$ cat config.mk
export PLATFORM = sky130hd
export DESIGN_NAME = lcd_instr_sequencer
export DESIGN_NICKNAME = d
export VERILOG_FILES = /design/src/rtl/lcd_instr_sequencer.sv
export SDC_FILE = /design/constraint.sdc
export NUM_CORES = 1
export LEC_CHECK = 0
export ABC_CLOCK_PERIOD_IN_PS = 2900
export CAP_MARGIN = 20
export CORE_UTILIZATION = 50
export DETAILED_ROUTE_END_ITERATION = 12
export PLACE_DENSITY = 0.74
export SYNTH_ARGS = -nofsm -noshare
export SYNTH_HDL_FRONTEND = slang
export SYNTH_SLANG_ARGS = --single-unit
$ cat constraint.sdc
create_clock -name clk -period 2.9 [get_ports clk]
set_input_delay 0.58 -clock clk [delete_from_list [all_inputs] [get_ports clk]]
set_output_delay 0.58 -clock clk [all_outputs]
set_load 0.02 [all_outputs]
$ cat src/rtl/lcd_instr_sequencer.sv
// Feeds the LCD instruction FSM: power-up wait, init list, then MSG_LEN DDRAM chars; registered outputs, next_instruction lands the cycle after ISSUE.
// Each instruction waits for instr_done before the next is loaded; LCD_SEQ_REFRESH_EN makes the character pass repeat forever.
module lcd_instr_sequencer #(
  parameter int POWERUP_WAIT = 750000,
  parameter int CLEAR_WAIT   = 82000,
  parameter int MSG_LEN      = 32
) (
  input  logic        clk,
  input  logic        reset,
  input  logic        start,
  input  logic        instr_done,
  input  logic        instr_enable,
  output logic        next_instruction,
  output logic [11:0] clk_cnt,
  output logic [9:0]  db,
  output logic [4:0]  char_addr,
  input  logic [7:0]  char_data,
  output logic        busy,
  output logic        seq_done
);

  localparam logic [19:0] PWR_LAST  = 20'(POWERUP_WAIT - 1);
  localparam logic [19:0] CLR_LAST  = 20'(CLEAR_WAIT - 1);
  localparam logic [4:0]  LAST_CHAR = 5'(MSG_LEN - 1);

  typedef enum logic [2:0] {
    S_IDLE, S_PWR_WAIT, S_LOAD, S_ISSUE, S_WAIT_DONE, S_CLR_WAIT, S_ADVANCE, S_FINISHED
  } state_e;

  typedef enum logic [2:0] {
    E_FUNC, E_ENTRY, E_DISP, E_CLEAR, E_ADDR1, E_ADDR2, E_CHAR
  } entry_e;

  state_e      state_q, state_d;
  entry_e      entry_q, entry_d;
  logic [4:0]  k_q, k_d;
  logic [19:0] wait_q, wait_d;
  logic [9:0]  db_q, db_d;
  logic        ni_q, ni_d;
  logic        busy_q, busy_d;
  logic        done_q, done_d;
  logic [11:0] clk_cnt_q;
  logic [9:0]  entry_val;

  always_comb begin
    entry_val = 10'h000;
    case (entry_q)
      E_FUNC:  entry_val = 10'h028;
      E_ENTRY: entry_val = 10'h006;
      E_DISP:  entry_val = 10'h00C;
      E_CLEAR: entry_val = 10'h001;
      E_ADDR1: entry_val = 10'h080;
      E_ADDR2: entry_val = 10'h0C0;
      E_CHAR:  entry_val = {2'b10, char_data};
      default: entry_val = 10'h000;
    endcase
  end

  always_comb begin
    state_d = state_q;
    entry_d = entry_q;
    k_d     = k_q;
    wait_d  = '0;
    db_d    = db_q;
    ni_d    = 1'b0;
    busy_d  = busy_q;
`ifdef LCD_SEQ_REFRESH_EN
    done_d  = 1'b0;
`else
    done_d  = done_q;
`endif
    case (state_q)
      S_IDLE: begin
        if (start) begin
          state_d = S_PWR_WAIT;
          busy_d  = 1'b1;
          entry_d = E_FUNC;
          k_d     = '0;
        end
      end
      S_PWR_WAIT: begin
        if (wait_q == PWR_LAST) state_d = S_LOAD;
        else                    wait_d  = wait_q + 20'd1;
      end
      S_LOAD: begin
        db_d    = entry_val;
        state_d = S_ISSUE;
      end
      S_ISSUE: begin
        ni_d    = 1'b1;
        state_d = S_WAIT_DONE;
      end
      S_WAIT_DONE: begin
        if (instr_done) state_d = (entry_q == E_CLEAR) ? S_CLR_WAIT : S_ADVANCE;
      end
      S_CLR_WAIT: begin
        if (wait_q == CLR_LAST) state_d = S_ADVANCE;
        else                    wait_d  = wait_q + 20'd1;
      end
      S_ADVANCE: begin
        state_d = S_LOAD;
        case (entry_q)
          E_ADDR1: begin
            entry_d = E_CHAR;
            k_d     = '0;
          end
          E_ADDR2: entry_d = E_CHAR;
          E_CHAR: begin
            if (k_q == LAST_CHAR) begin
`ifdef LCD_SEQ_REFRESH_EN
              entry_d = E_ADDR1;
              k_d     = '0;
              done_d  = 1'b1;
`else
              state_d = S_FINISHED;
              busy_d  = 1'b0;
              done_d  = 1'b1;
`endif
            end else begin
              k_d = k_q + 5'd1;
              // Line 2 starts at char 16; re-address DDRAM before writing it.
              if (k_q == 5'd15) entry_d = E_ADDR2;
            end
          end
          default: entry_d = entry_e'(entry_q + 3'd1);
        endcase
      end
      S_FINISHED: begin
        if (start) begin
          state_d = S_PWR_WAIT;
          busy_d  = 1'b1;
          done_d  = 1'b0;
          entry_d = E_FUNC;
          k_d     = '0;
        end
      end
      default: state_d = S_IDLE;
    endcase
  end

  always_ff @(posedge clk or negedge reset) begin
    if (!reset) begin
      state_q <= S_IDLE;
      entry_q <= E_FUNC;
      k_q     <= '0;
      wait_q  <= '0;
      db_q    <= '0;
      ni_q    <= 1'b0;
      busy_q  <= 1'b0;
      done_q  <= 1'b0;
    end else begin
      state_q <= state_d;
      entry_q <= entry_d;
      k_q     <= k_d;
      wait_q  <= wait_d;
      db_q    <= db_d;
      ni_q    <= ni_d;
      busy_q  <= busy_d;
      done_q  <= done_d;
    end
  end

  // Timebase runs only while the downstream FSM has an instruction in flight.
  always_ff @(posedge clk or negedge reset) begin
    if (!reset)                   clk_cnt_q <= '0;
    else if (!instr_enable)       clk_cnt_q <= '0;
    else if (clk_cnt_q != 12'hFFF) clk_cnt_q <= clk_cnt_q + 12'd1;
  end

  assign next_instruction = ni_q;
  assign clk_cnt          = clk_cnt_q;
  assign db               = db_q;
  assign char_addr        = k_q;
  assign busy             = busy_q;
  assign seq_done         = done_q;

endmodule

==> out/results.ini <==
[yosys]
synthArstFlopShare_pct = 100
synth.distinct_cells = 55
synth_top_area_share_pct = 45.2
ys_seq_elements = 55
synth-main-ff-cell = dfrtp_1
synth_largest_area_cell = dfrtp_1
syn_nets = 349
yosysSeqAreaShare_pct = 45.2
syn_area_per_cell_um2 = 9.34
yosys-top-cells-area = dfrtp_1 (45%), ha_1 (4.1%), nor3_1 (3.6%)
synth-edff-count = 0
yosys_warnings = 0
netlist_instances = 326
syn_area_mm2 = 0.00305

[setup_path]
rr_worst_depth = 8
crit_type = flip-flop to flip-flop
r2r_end = char_addr[4]
arrival_ps = 2500
regToRegStartpoint = char_addr[0]
r2r_slack_ps = 600
worst_setup_path_end_kind = flip-flop
crit_path_start_kind = flip-flop
cp_data_required_time_ps = 3100
crit_fanout = 5

[placed_design]
dpl-instance-area_mm2 = 0.00353
gp_congestion = 0.821
dpl.hpwl_mm = 4.57
portBuffers = 41

[cts]
holdBufCountCts = 0
clock_latency_ps = 310
ctsLongestPathBuffers = 2
cts_setup_buffers = 0
clockRootBuffer = clkbuf_8
clk_pin_slew_ps = 110
cts_max_level = 2
post_cts_resized = 0
cts_made_buffers = 5
cts_tree = done
clock_sinks = 55

[layout]
antenna_cells = 0
final_cell_mix = dfrtp_1 (55), clkdlybuf4s50_1 (40), nand2_1 (29), nor3_1 (22), nand3_1 (20)
layout-drive-gt1-share_pct = 7.36
final_area_mm2 = 0.00362
area_delta_synth_final_pct = 18.8
fin_nets = 389
layout_commonest_cell = dfrtp_1

[drt]
wl_mm = 6.25
vias_per_cell = 5.85
drt_iter0_drc = 130
post_drt_wl_per_cell_um = 14.1
drt-pass1-iter-count = 4
vias = 2586
drtAntennaViolNets = 0
remaining_drc_errors = 0

[global_routing]
grt_use_total_pct = 21.0
grt_first_pass_wirelength_mm = 10.6
first_global_vias = 2364
grt-ovfl-total = 0
antenna_found_initial = 0
grt_max_degree = 24

[floorplan]
core-area_mm2 = 0.00589
rows = 28
die-area_mm2 = 0.00641
io_pins = 43
start_util_pct = 51.7
die_w_um = 80.0
die-height_um = 80.0

[pwr]
p_leak_nw = 1.45
p_int_w = 0.000971
vdd_drop_max_v = 0.000265
clkPwrFrac_pct = 34.2
seqPwrFrac_pct = 60.9
power_switching_w = 0.000303
switching_share_pct = 23.8
power_frac_comb_pct = 4.9
powerDensity_mw_per_mm2 = 352

[sta]
hold_viol = 0
grt_setup_unrepaired = false
skew_ps = 13.6
fin_crit_sh_pct = 79.3
timing.fmax_mhz = 435
tns_ps = 0
worstMarginPinSlew_ps = 754
setup_viol = 0
relSlewSlack_pct = 48.4
min_period_ps = 2300
slew_violations = 0

[run_status]
outcome = finished clean

[hold_path]
hp-class = primary input to asynchronous set/reset pin

[run]
drv_cap = 0

[synthesized netlist by cell type (5+ instances only)]
master	count
nand4_1	7
nor4_1	5
xnor2_1	12
nand3_1	20
nand2b_1	5
dfrtp_1	55
nor2_1	14
a31oi_1	6
nor3_1	22
clkbuf_1	9
a21oi_1	12
o21ai_0	18
inv_1	15
and3_1	8
xor2_1	5
o31ai_1	5
or3_1	6
a211oi_1	6
ha_1	10
nand2_1	29
[registers in the layout (all words and copies together), names as in the netlist]
| name | count |
|---|---|
| wait_q | 20 |
| clk_cnt | 12 |
| db | 9 |
| char_addr | 5 |
| entry_q | 3 |
| state_q | 3 |
| busy | 1 |
| next_instruction | 1 |
| seq_done | 1 |
[worst max-delay path: stages, from the launching register on]
cell and delay [ps]:
dfrtp_1 430, ha_1 240, and3_1 210, ha_1 240, and2_1 170, nor4_1 270, buf_4 190, or2_2 130
mux2_2 320
[layer usage]
metal  vias to the layer above  global-route usage [%]  part of all wire, %
li1                       1274                       -                    -
met4                         0                    7.32                 0.53
met5                         -                       0                    0
met1                      1239                    28.0                   47
met2                        71                    34.4                   47
met3                         2                    3.77                  5.5
[logic make-up after synthesis]
kind of cell               after synthesis  share of synthesized area, %
and+or+nand+nor                        135                          23.5
AOI/OAI and AO/OA                       70                          15.3
DFF                                     55                          45.2
buffers and inverters                   30                          4.07
xor gates and xnor gates                17                          4.89
adders and majority gates               10                          4.11
muxes                                    8                          2.79
other                                    1                         0.123
[per-stage QoR]
step                setup WS, ps  hold slack (ps)  instances  util [%]  power, W
floorplan                    494              284        326         -  0.000808
global placement             356              461        434      59.9  0.000854
detailed placement           341              467        434      59.9  0.000855
CTS                          615              178        442      61.5   0.00129
global route                 481              197        442      61.5   0.00133
finish                       599              168        442      61.5   0.00127
[worst max path at each step]
stage | start | to | slack, ps
global placement | start | char_addr[4] | 360
detailed placement | start | char_addr[4] | 340
floorplan | char_addr[0] | char_addr[4] | 490
CTS | char_addr[0] | char_addr[4] | 620
global route | char_addr[0] | entry_q[2] | 480
finish | char_addr[0] | char_addr[4] | 600
[area by class of cell]
type | instances | area [um2]
Fill cell | 502 | 2270
Multi-Input combinational cell | 241 | 1550
Sequential cell | 55 | 1380
Timing Repair Buffer | 47 | 450
Tap cell | 75 | 93.8
Clock buffer | 5 | 68.8
Inverter | 16 | 60.1
Clock inverter | 3 | 23.8
[power groups by stage]
stage	clock (W)	combinational [W]	sequential (W)
after CTS	0.000450	0.0000644	0.000776
after global routing	0.000478	0.0000699	0.000778
after global placement	0	0.0000628	0.000791
final	0.000435	0.0000625	0.000776
after detailed placement	0	0.0000639	0.000791
after floorplan	0	0.0000129	0.000796
Power figures use the tool's default switching activity.
